==> config.mk <==
export PLATFORM = sky130hd
export DESIGN_NAME = counter_sequencer
export DESIGN_NICKNAME = d
export VERILOG_FILES = /design/src/rtl/counter_sequencer.sv
export SDC_FILE = /design/constraint.sdc
export NUM_CORES = 1
export LEC_CHECK = 0
export BUFFER_PORTS_ARGS = -buffer_cell sky130_fd_sc_hd__buf_2
export CORE_ASPECT_RATIO = 0.75
export CORE_MARGIN = 2
export CORE_UTILIZATION = 39
export CTS_CLUSTER_DIAMETER = 200
export CTS_CLUSTER_SIZE = 30
export DETAILED_ROUTE_END_ITERATION = 7
export HOLD_SLACK_MARGIN = 0.12
export PLACE_DENSITY = 0.64
export SKIP_CTS_REPAIR_TIMING = 1
export SLEW_MARGIN = 20
export SYNTH_ARGS = -nofsm -noshare
export SYNTH_HDL_FRONTEND = slang
export SYNTH_SLANG_ARGS = --single-unit
export TNS_END_PERCENT = 30
==> constraint.sdc <==
create_clock -name i_clk -period 3.8 [get_ports i_clk]
set_input_delay 0.57 -clock i_clk [delete_from_list [all_inputs] [get_ports i_clk]]
set_output_delay 0.57 -clock i_clk [all_outputs]
set_load 0.01 [all_outputs]
==> src/rtl/counter_sequencer.sv <==
// counter_sequencer
//   Sequences an external WIDTH-bit up/down counter. A command (target,
//   direction, mode, step-rate divider) is taken over a valid/ready handshake;
//   the block then issues single-cycle step strobes, paced by a prescaler,
//   until the live count reaches the target (one-shot) or until aborted
//   (repeat).
//
// Ports
//   i_clk          clock, all state updates on rising edge
//   i_rst          synchronous active-high reset
//   i_cmd_valid    command present
//   o_cmd_ready    command can be accepted (idle and not in reset)
//   i_cmd_target   count value to stop at / match on
//   i_cmd_up       1 = count up, 0 = count down
//   i_cmd_oneshot  1 = stop at target, 0 = repeat until abort
//   i_cmd_div      step every i_cmd_div+1 cycles
//   i_hold         pause: freezes prescaler, suppresses step/match
//   i_abort        terminate the active run
//   i_count        current counter value (reflects a step one cycle later)
//   o_step         counter step enable, one cycle per tick
//   o_up           latched direction to the counter
//   o_match        tick occurred with count == target
//   o_busy         a run is active
//   o_done         one-cycle pulse after one-shot completion
module counter_sequencer #(
  parameter int unsigned WIDTH = 8,
  parameter int unsigned DIV_W = 4
) (
  input  logic             i_clk,
  input  logic             i_rst,
  input  logic             i_cmd_valid,
  output logic             o_cmd_ready,
  input  logic [WIDTH-1:0] i_cmd_target,
  input  logic             i_cmd_up,
  input  logic             i_cmd_oneshot,
  input  logic [DIV_W-1:0] i_cmd_div,
  input  logic             i_hold,
  input  logic             i_abort,
  input  logic [WIDTH-1:0] i_count,
  output logic             o_step,
  output logic             o_up,
  output logic             o_match,
  output logic             o_busy,
  output logic             o_done
);

  localparam logic [0:0] ST_IDLE = 1'b0;
  localparam logic [0:0] ST_RUN  = 1'b1;

  logic [0:0]       r_state;
  logic [WIDTH-1:0] r_target;
  logic             r_up;
  logic             r_oneshot;
  logic [DIV_W-1:0] r_div;
  logic [DIV_W-1:0] r_presc;
  logic             r_done;

  logic w_run;
  logic w_tick;
  logic w_at_target;
  logic w_match;
  logic w_finish;

  assign w_run       = (r_state == ST_RUN);
  assign w_at_target = (i_count == r_target);

  // Abort and hold both mask the tick so neither step nor match can escape
  // in the cycle they are asserted.
  assign w_tick   = w_run && !i_hold && !i_abort && (r_presc == '0);
  assign w_match  = w_tick && w_at_target;
  assign w_finish = w_match && r_oneshot;

  // A one-shot run already sitting on its target issues no step at all.
  assign o_step      = w_tick && !(r_oneshot && w_at_target);
  assign o_match     = w_match;
  assign o_busy      = w_run;
  assign o_up        = r_up;
  assign o_done      = r_done;
  assign o_cmd_ready = (r_state == ST_IDLE) && !i_rst;

  always_ff @(posedge i_clk) begin
    if (i_rst) begin
      r_state   <= ST_IDLE;
      r_target  <= '0;
      r_up      <= 1'b0;
      r_oneshot <= 1'b0;
      r_div     <= '0;
      r_presc   <= '0;
      r_done    <= 1'b0;
    end else begin
      r_done <= 1'b0;
      case (r_state)
        ST_IDLE: begin
          if (i_cmd_valid) begin
            r_target  <= i_cmd_target;
            r_up      <= i_cmd_up;
            r_oneshot <= i_cmd_oneshot;
            r_div     <= i_cmd_div;
            r_presc   <= i_cmd_div;
            r_state   <= ST_RUN;
          end
        end
        ST_RUN: begin
          if (i_abort) begin
            r_state <= ST_IDLE;
          end else if (w_finish) begin
            r_state <= ST_IDLE;
            r_done  <= 1'b1;
          end
          // Prescaler value is irrelevant once the run ends: it is reloaded
          // on the next accept.
          if (w_tick) begin
            r_presc <= r_div;
          end else if (!i_hold) begin
            r_presc <= r_presc - 1'b1;
          end
        end
        default: r_state <= ST_IDLE;
      endcase
    end
  end

endmodule

==> results.sh, run 1 <==
export IMPL_vias=867
export IMPL_power_sequential_fraction_pct=53.2
export IMPL_netSwitchingFraction_pct=27.09
export IMPL_outcome="completed"
export IMPL_post_synth_top_area_cell="dfxtp_1"
export IMPL_path_max_fanout=2
export IMPL_drtPass1Iterations=4
export IMPL_post_detailed_route_count_of_antenna_violating_nets=0
export IMPL_cap_violations=0
export IMPL_endpoint_kind="primary output"
export IMPL_synth_ff_latch_count=20
export IMPL_final_max_slew_violation_count=0
export IMPL_final_net_count=180
export IMPL_timing_rr_start="o_busy"
export IMPL_netlist_area_sq_um=970.9
export IMPL_p_total_w=0.0004384
export IMPL_post_drt_wl_per_cell_um=11.21
export IMPL_numCtsBuffers=3
export IMPL_dpl_instance_area_sq_mm=0.001155
export IMPL_antenna_violations_before_repair=0
export IMPL_io_buffer_count=32
export IMPL_num_antenna_cells=0
export IMPL_worst_pin_slew_ns=0.7025
export IMPL_number_of_global_route_vias_before_repair=754
export IMPL_htree_levels=1
export IMPL_gp_congestion=0.7594
export IMPL_cp_start_kind="input pin"
export IMPL_power_share_combinational_pct=18.8
export IMPL_max_slew_margin_rel_pct=53.17
export IMPL_drt_initial_drc_count=24
export IMPL_core_area_sq_mm=0.002327
export IMPL_synth_net_count=148
export IMPL_synth_yosys_seq_area_share_pct=41.24
export IMPL_cts_root_buf="clkbuf_4"
export IMPL_drt_total_wl_um=2062
export IMPL_cp_arrival_ns=1.64
export IMPL_die_width_um=61.62
export IMPL_clk_pwr_share_pct=28.0
export IMPL_groute_usage_overall_pct=15.89
export IMPL_rsz0062_at_grt="false"
export IMPL_synthesis_area_per_instance_sq_um=8.159
export IMPL_num_io_pins=33
export IMPL_criticalPathCategory="in2out"
export IMPL_synth_cells=119
export IMPL_detailedPlace_worstSlack_ns=1.583
export IMPL_finalWorstPathRequiredPeriod_ns=2.209
export IMPL_clk_pin_slew_worst_paths_ns=0.11
export IMPL_vdd_ir_drop_worst_mv=0.1853
export IMPL_power_switching_w=0.0001188
export IMPL_clk_path_buf_depth=2
export IMPL_nFillCells=253
export IMPL_insertion_delay_ns=0.30
export IMPL_totalNegativeSetupSlack_ns=0
export IMPL_p_per_area_mw_per_mm2=368.1
export IMPL_cts_tree="yes"
export IMPL_synthTopCellsByArea="dfxtp_1 (41%), nand2_1 (11%), a21oi_1 (8.2%)"
export IMPL_clock_fmax_mhz=452.8
export IMPL_internal_power_w=0.0003196
export IMPL_hold_viol=0
export IMPL_globalRoute_totalOverflow=0
export IMPL_num_rows=15
export IMPL_finalClockSkew_ns=0.002717
export IMPL_synthesis_yosys_warnings=0
export IMPL_timing_hold_worst_class="reg2reg"
export IMPL_initial_core_utilization_pct=41.72
export IMPL_crit_required_ns=3.23
export IMPL_post_drt_via_cell_ratio=4.712
export IMPL_die_area_sq_mm=0.002909
export IMPL_maximum_number_of_pins_on_one_net_before_global_route_repair=19
export IMPL_syn2layout_area_growth_pct=22.68
export IMPL_layout_core_utilization_pct=51.18
export IMPL_half_perimeter_wire_length_after_detailed_placement_um=1530
export IMPL_layout_drive_gt1_share_pct=28.00
export IMPL_post_synth_num_cell_types=25
export IMPL_worstHoldStart="r_div[3]"
export IMPL_post_route_cell_area_sq_mm=0.001191
export IMPL_leakage_nw=0.5670
export IMPL_grt_first_pass_wirelength_um=3291
export IMPL_startpoint="i_count[2]"
export IMPL_postLayoutSetupSlackWorst_ns=1.591
export IMPL_drc=0
export IMPL_final_setup_viol_count=0
export IMPL_final_period_utilization_pct=58.12
export IMPL_post_synth_top_area_fraction_pct=41.24
export IMPL_tritoncts_num_sinks=20
export IMPL_fp_dieH_um=47.21
## power by group through the flow
| stage | Combinational (W) | Clock (W) | Sequential [W] |
|---|---|---|---|
| 2_1_floorplan | 0.0000560 | 0 | 0.000237 |
| 3_3_place_gp | 0.0000810 | 0 | 0.000238 |
| 3_5_place_dp | 0.0000830 | 0 | 0.000238 |
| 4_1_cts | 0.0000834 | 0.000127 | 0.000233 |
| 5_1_grt | 0.0000938 | 0.000135 | 0.000235 |
| 6_report | 0.0000825 | 0.000123 | 0.000233 |
## Yosys cell counts
| library cell | n |
|---|---|
| a211oi_1 | 3 |
| a21oi_1 | 16 |
| a31oi_1 | 1 |
| and2b_1 | 1 |
| and4_2 | 1 |
| and4b_1 | 1 |
| buf_2 | 3 |
| clkbuf_1 | 3 |
| dfxtp_1 | 20 |
| ha_1 | 2 |
| inv_1 | 4 |
| mux2i_1 | 4 |
| nand2_1 | 29 |
| nand2b_1 | 1 |
| nand4_1 | 1 |
| nand4b_2 | 1 |
| nor2_1 | 7 |
| nor2b_1 | 2 |
| nor3_1 | 1 |
| nor4_2 | 2 |
| o21ai_0 | 4 |
| o221ai_1 | 1 |
| or2_2 | 1 |
| xnor2_1 | 2 |
| xor2_1 | 8 |
## cell families after synthesis
family                     Yosys count  share of synthesized area, %
xor gates and xnor gates            10                         9.021
muxes                                4                         4.124
adders and majority gates            2                         2.577
buffers and inverters               10                         4.252
DFF                                 20                         41.24
AOI/OAI and AO/OA                   25                         14.18
and+or+nand+nor                     48                         24.61
## metal layers
metal | up-vias | GRT usage (%) | wire length (um) | share of wire [%]
met1 | 369 | 20.43 | 1003 | 49
met3 | 2 | 5.785 | 139 | 6.7
met4 | 0 | 3.830 | 10 | 0.48
li1 | 462 | - | - | -
met5 | - | 0 | 0 | 0
met2 | 34 | 25.68 | 908 | 44
## cell usage in the layout, fill, tap and decap left out, types with 2 or more instances in the layout
| master | synthesis | layout |
|---|---|---|
| a211oi_1 | 3 | 3 |
| a21oi_1 | 16 | 16 |
| buf_2 | 3 | 32 |
| clkbuf_4 | 0 | 3 |
| dfxtp_1 | 20 | 20 |
| ha_1 | 2 | 2 |
| inv_1 | 4 | 4 |
| mux2i_1 | 4 | 4 |
| nand2_1 | 29 | 29 |
| nor2_1 | 7 | 7 |
| nor2b_1 | 2 | 2 |
| nor4_2 | 2 | 2 |
| o21ai_0 | 4 | 4 |
| xnor2_1 | 2 | 2 |
| xor2_1 | 8 | 8 |
## worst paths after layout
check / endpoint / slack (ns) / cells past startpoint
worst max register to register: o_done / 2.34 / 3
worst min register to register: r_div[3] / 0.46 / 2
worst max-delay path: o_step / 1.59 / 6
worst min-delay path: r_div[3] / 0.46 / 2
## layout make-up
class	count	area, sq um	share of cell area (%)
Inverter	4	15.01	1.261
Timing Repair Buffer	33	167.7	14.08
Clock buffer	4	36.28	3.046
Tap cell	34	42.54	3.571
Sequential cell	20	400.4	33.61
Multi-Input combinational cell	89	529.3	44.43
## worst max-delay path, cell delays in order
cell     delay [ns]
buf_2          0.10
xor2_1         0.14
nor4_2         0.33
and4_2         0.28
a21oi_1        0.06
buf_2          0.15
## metrics by stage
stage                     hold WS [ns]  std cells
after floorplan                 0.4357        119
after global placement          0.4427        180
after detailed placement        0.4514        180
after CTS                       0.4677        184
after global routing            0.4816        184
final                           0.4641        184
## registers in the layout (all words and copies together) (netlist names)
name and count:
o_up 1, r_presc 4, r_target 8, r_oneshot 1
r_div 4, o_busy 1, o_done 1
No activity file was read; power rests on OpenSTA's default activity.
==> run 2, diff against run 1 <==
- clock period: 3.8 -> 2.3 ns (I/O delays scaled with it)
==> results.sh, run 2 (synthesis gave the netlist of run 1 again) <==
export IMPL_clk_path_buf_depth=2
export IMPL_num_antenna_cells=0
export IMPL_final_period_utilization_pct=87.94
export IMPL_drtPass1Iterations=4
export IMPL_layout_commonest_cell="buf_2"
export IMPL_numCtsBuffers=3
export IMPL_path_cells="xor2_1 > nor4_2 > and4_2 > a21oi_1 > buf_2"
export IMPL_drt_initial_drc_count=12
export IMPL_post_detailed_route_count_of_antenna_violating_nets=0
export IMPL_totalNegativeSetupSlack_ns=0
export IMPL_slowest_stage="nor4_2"
export IMPL_finalClockSkew_ns=0.004776
export IMPL_cap_violations=0
export IMPL_max_slew_margin_rel_pct=54.43
export IMPL_multi_input_comb_area_sq_um=529.3
export IMPL_crit_required_ns=1.96
export IMPL_p_total_w=0.0008076
export IMPL_initial_core_utilization_pct=41.72
export IMPL_die_area_sq_mm=0.002909
export IMPL_die_width_um=61.62
export IMPL_leakage_nw=0.5739
export IMPL_groute_usage_overall_pct=16.44
export IMPL_io_buffer_count=32
export IMPL_insertion_delay_ns=0.30
export IMPL_hold_viol=0
export IMPL_cp_arrival_ns=1.68
export IMPL_criticalPathCategory="reg2out"
export IMPL_core_area_sq_mm=0.002327
export IMPL_maximum_number_of_pins_on_one_net_before_global_route_repair=19
export IMPL_critical_path_max_stage_delay_ns=0.37
export IMPL_largest_reg_flops=8
export IMPL_clk_pin_slew_worst_paths_ns=0.12
export IMPL_detailedPlace_worstSlack_ns=0.4810
export IMPL_fp_dieH_um=47.21
export IMPL_cp_start_kind="flop"
export IMPL_largestRegisters="r_target x8, r_div x4, r_presc x4"
export IMPL_grt_first_pass_wirelength_um=3436
export IMPL_endpoint_kind="primary output"
export IMPL_number_of_global_route_vias_before_repair=791
export IMPL_registers_top_by_ff_count="r_target"
export IMPL_seq_area_sq_um=400.4
export IMPL_vias=877
export IMPL_finalWorstPathRequiredPeriod_ns=2.023
export IMPL_final_max_slew_violation_count=0
export IMPL_post_drt_wl_per_cell_um=11.64
export IMPL_syn2layout_area_growth_pct=24.36
export IMPL_final_net_count=180
export IMPL_gp_congestion=0.7864
export IMPL_rsz0062_at_grt="false"
export IMPL_path_max_fanout=2
export IMPL_layout_drive_gt1_share_pct=28.00
export IMPL_final_setup_viol_count=0
export IMPL_cts_root_buf="clkbuf_4"
export IMPL_worst_pin_slew_ns=0.6836
export IMPL_nFillCells=246
export IMPL_r2r_slack_ns=0.83
export IMPL_timing_hold_worst_class="in2reg"
export IMPL_drc=0
export IMPL_outcome="completed"
export IMPL_globalRoute_totalOverflow=0
export IMPL_antenna_violations_before_repair=0
export IMPL_most_common_layout_cells="buf_2 (32), nand2_1 (29), dfxtp_1 (20)"
export IMPL_critPathTopFamily="simple AND/OR/NAND/NOR gates"
export IMPL_clock_fmax_mhz=494.4
export IMPL_vdd_ir_drop_worst_mv=0.3598
export IMPL_post_drt_via_cell_ratio=4.766
export IMPL_htree_levels=1
export IMPL_drt_total_wl_um=2142
export IMPL_p_per_area_mw_per_mm2=668.9
export IMPL_cts_tree="yes"
export IMPL_postLayoutSetupSlackWorst_ns=0.2774
export IMPL_buffer_and_inverter_count_on_the_worst_path=1
export IMPL_num_io_pins=33
export IMPL_tritoncts_num_sinks=20
export IMPL_half_perimeter_wire_length_after_detailed_placement_um=1642
export IMPL_num_rows=15
## run 2: cell count changes in the layout (fill, tap and decap cells not counted), sizes merged
cell    before  now
clkbuf       4    3
bufinv       0    1
## run 2: per-layer routing
| layer | vias to the layer above | global-route usage (%) | share of wire (%) |
|---|---|---|---|
| met3 | 0 | 4.959 | 5.1 |
| met2 | 23 | 28.21 | 49 |
| met5 | - | 0 | 0 |
| li1 | 460 | - | - |
| met1 | 394 | 21.54 | 46 |
| met4 | 0 | 1.277 | 0 |
## run 2: metrics by stage
stage,hold slack [ns],util (%),area (sq um),instances
after floorplan,0.4357,-,970.9,119
after global placement,0.4428,49.62,1155,180
after detailed placement,0.4482,49.62,1155,180
after CTS,0.2488,51.88,1207,184
after global routing,0.2534,51.88,1207,184
final,0.2619,51.88,1207,184
## run 2: power breakdown
group	switching [W]	internal [W]	leakage, nW
Combinational	0.0000738	0.0000623	0.381
Clock	0.000110	0.000176	0.0279
Sequential	0.0000162	0.000369	0.165
Total	0.000200	0.000608	0.574
## run 2: worst paths after layout
| kind | start | end | depth (start not counted) |
|---|---|---|---|
| worst max-delay path | r_target[2] | o_step | 5 |
| worst min-delay path | i_cmd_up | o_up | 3 |
| worst max register to register | o_busy | r_presc[2] | 3 |
| worst min register to register | r_div[3] | r_div[3] | 2 |
## run 2: area by class of cell
cell class	instances	area share [%]
Sequential cell	20	33.16
Timing Repair Buffer	33	13.89
Clock inverter	1	2.487
Inverter	4	1.244
Tap cell	34	3.523
Multi-Input combinational cell	89	43.83
Clock buffer	3	1.865
## run 2: worst reg2reg max path, delay by kind of cell (launching register included)
kind	cells	cell delay (ns)
compound gates	2	0.42
flops	1	0.40
simple gates	1	0.57
==> run 3, diff against run 2 <==
- BUFFER_PORTS_ARGS: -buffer_cell sky130_fd_sc_hd__buf_2 -> -buffer_cell sky130_fd_sc_hd__buf_4
==> results.sh, run 3 (synthesis gave the netlist of run 1 again) <==
export IMPL_critical_path_max_stage_delay_ns=0.34
export IMPL_totalNegativeSetupSlack_ns=0
export IMPL_slowest_stage="dfxtp_1"
export IMPL_cp_arrival_ns=1.64
export IMPL_num_rows=15
export IMPL_die_area_sq_mm=0.002909
export IMPL_registers_top_by_ff_count="r_target"
export IMPL_clk_pin_slew_worst_paths_ns=0.12
export IMPL_antenna_violations_before_repair=0
export IMPL_max_slew_margin_rel_pct=55.60
export IMPL_critPathTopFamily="simple AND/OR/NAND/NOR gates"
export IMPL_fp_dieH_um=47.21
export IMPL_endpoint_kind="primary output"
export IMPL_syn2layout_area_growth_pct=30.93
export IMPL_core_area_sq_mm=0.002327
export IMPL_vias=874
export IMPL_tritoncts_num_sinks=20
export IMPL_drtPass1Iterations=4
export IMPL_final_setup_viol_count=0
export IMPL_gp_congestion=0.7535
export IMPL_insertion_delay_ns=0.30
export IMPL_largest_reg_flops=8
export IMPL_crit_required_ns=1.96
export IMPL_layout_drive_gt1_share_pct=28.00
export IMPL_rsz0062_at_grt="false"
export IMPL_largestRegisters="r_target x8, r_div x4, r_presc x4"
export IMPL_vdd_ir_drop_worst_mv=0.3832
export IMPL_final_max_slew_violation_count=0
export IMPL_drt_total_wl_um=2103
export IMPL_post_drt_wl_per_cell_um=11.43
export IMPL_post_detailed_route_count_of_antenna_violating_nets=0
export IMPL_cp_start_kind="flop"
export IMPL_dpl_instance_area_sq_mm=0.001235
export IMPL_die_width_um=61.62
export IMPL_finalWorstPathRequiredPeriod_ns=1.987
export IMPL_htree_levels=1
export IMPL_drt_initial_drc_count=18
export IMPL_groute_usage_overall_pct=15.81
export IMPL_numCtsBuffers=3
export IMPL_cts_root_buf="clkbuf_4"
export IMPL_drc=0
export IMPL_p_per_area_mw_per_mm2=582.8
export IMPL_buffer_and_inverter_count_on_the_worst_path=1
export IMPL_maximum_number_of_pins_on_one_net_before_global_route_repair=19
export IMPL_io_buffer_count=32
export IMPL_final_net_count=180
export IMPL_path_cells="xor2_1 > nor4_2 > and4_2 > a21oi_1 > buf_4"
export IMPL_clk_path_buf_depth=2
export IMPL_post_route_cell_area_sq_mm=0.001271
export IMPL_timing_hold_worst_class="in2reg"
export IMPL_half_perimeter_wire_length_after_detailed_placement_um=1613
export IMPL_layout_commonest_cell="buf_4"
export IMPL_num_io_pins=33
export IMPL_globalRoute_totalOverflow=0
export IMPL_clock_fmax_mhz=503.2
export IMPL_path_max_fanout=2
export IMPL_grt_first_pass_wirelength_um=3318
export IMPL_outcome="completed"
export IMPL_cts_tree="yes"
export IMPL_hold_viol=0
export IMPL_leakage_nw=0.5903
export IMPL_final_period_utilization_pct=86.41
export IMPL_finalClockSkew_ns=0.005193
export IMPL_criticalPathCategory="reg2out"
export IMPL_num_antenna_cells=0
export IMPL_most_common_layout_cells="buf_4 (33), nand2_1 (29), dfxtp_1 (20)"
export IMPL_worst_pin_slew_ns=0.6660
export IMPL_post_drt_via_cell_ratio=4.750
export IMPL_cap_violations=0
export IMPL_initial_core_utilization_pct=41.72
export IMPL_number_of_global_route_vias_before_repair=761
-- run 3: cell count changes in the layout (fill, tap and decap cells not counted) --
cell / change
buf_4: +32
buf_2: -32
clkbuf_8: +1
bufinv_16: -1
-- run 3: layout make-up --
cell class,count,area [sq um]
clock buffer,4,36.28
timing repair buffer,33,247.7
inverter,4,15.01
tap,34,42.54
fill,261,1056
sequential,20,400.4
multi-input combinational,89,529.3
-- run 3: worst min-delay path, delay by kind of cell --
kind                   cells  cell delay (ns)
buffers and inverters      1             0.11
and+or+nand+nor            1             0.05
AOI/OAI and AO/OA          1             0.05
-- run 3: final timing paths --
check	cells past startpoint	slack (ns)	endpoint	start
min reg2reg	2	0.47	o_up	o_up
max	5	0.31	o_step	r_target[2]
min	3	0.28	r_target[4]	i_cmd_target[4]
max reg2reg	3	0.80	r_presc[2]	o_busy
-- run 3: power breakdown --
part,internal (W),leakage (nW),switching (W)
Combinational,0.0000766,0.405,0.0000719
Clock,0.0000965,0.0210,0.000110
Sequential,0.000369,0.165,0.0000169
-- run 3: metal layers --
metal / vias to the layer above / GRT usage (%) / wire, um
li1: 459 / - / -
met1: 391 / 21.03 / 1010
met2: 22 / 25.47 / 944
met3: 2 / 5.510 / 136
met4: 0 / 2.553 / 11
met5: - / 0 / 0
-- run 3: per-stage QoR --
stage / total power (W) / utilization, % / setup WS (ns) / instances / hold slack [ns]
after floorplan: 0.0004838 / - / 0.8413 / 119 / 0.4357
after global placement: 0.0005408 / 53.06 / 0.5154 / 180 / 0.4469
after detailed placement: 0.0005442 / 53.06 / 0.5022 / 180 / 0.4531
after CTS: 0.0007532 / 54.62 / 0.2806 / 184 / 0.2671
after global routing: 0.0007888 / 54.62 / 0.2047 / 184 / 0.2633
final: 0.0007409 / 54.62 / 0.3126 / 184 / 0.2768
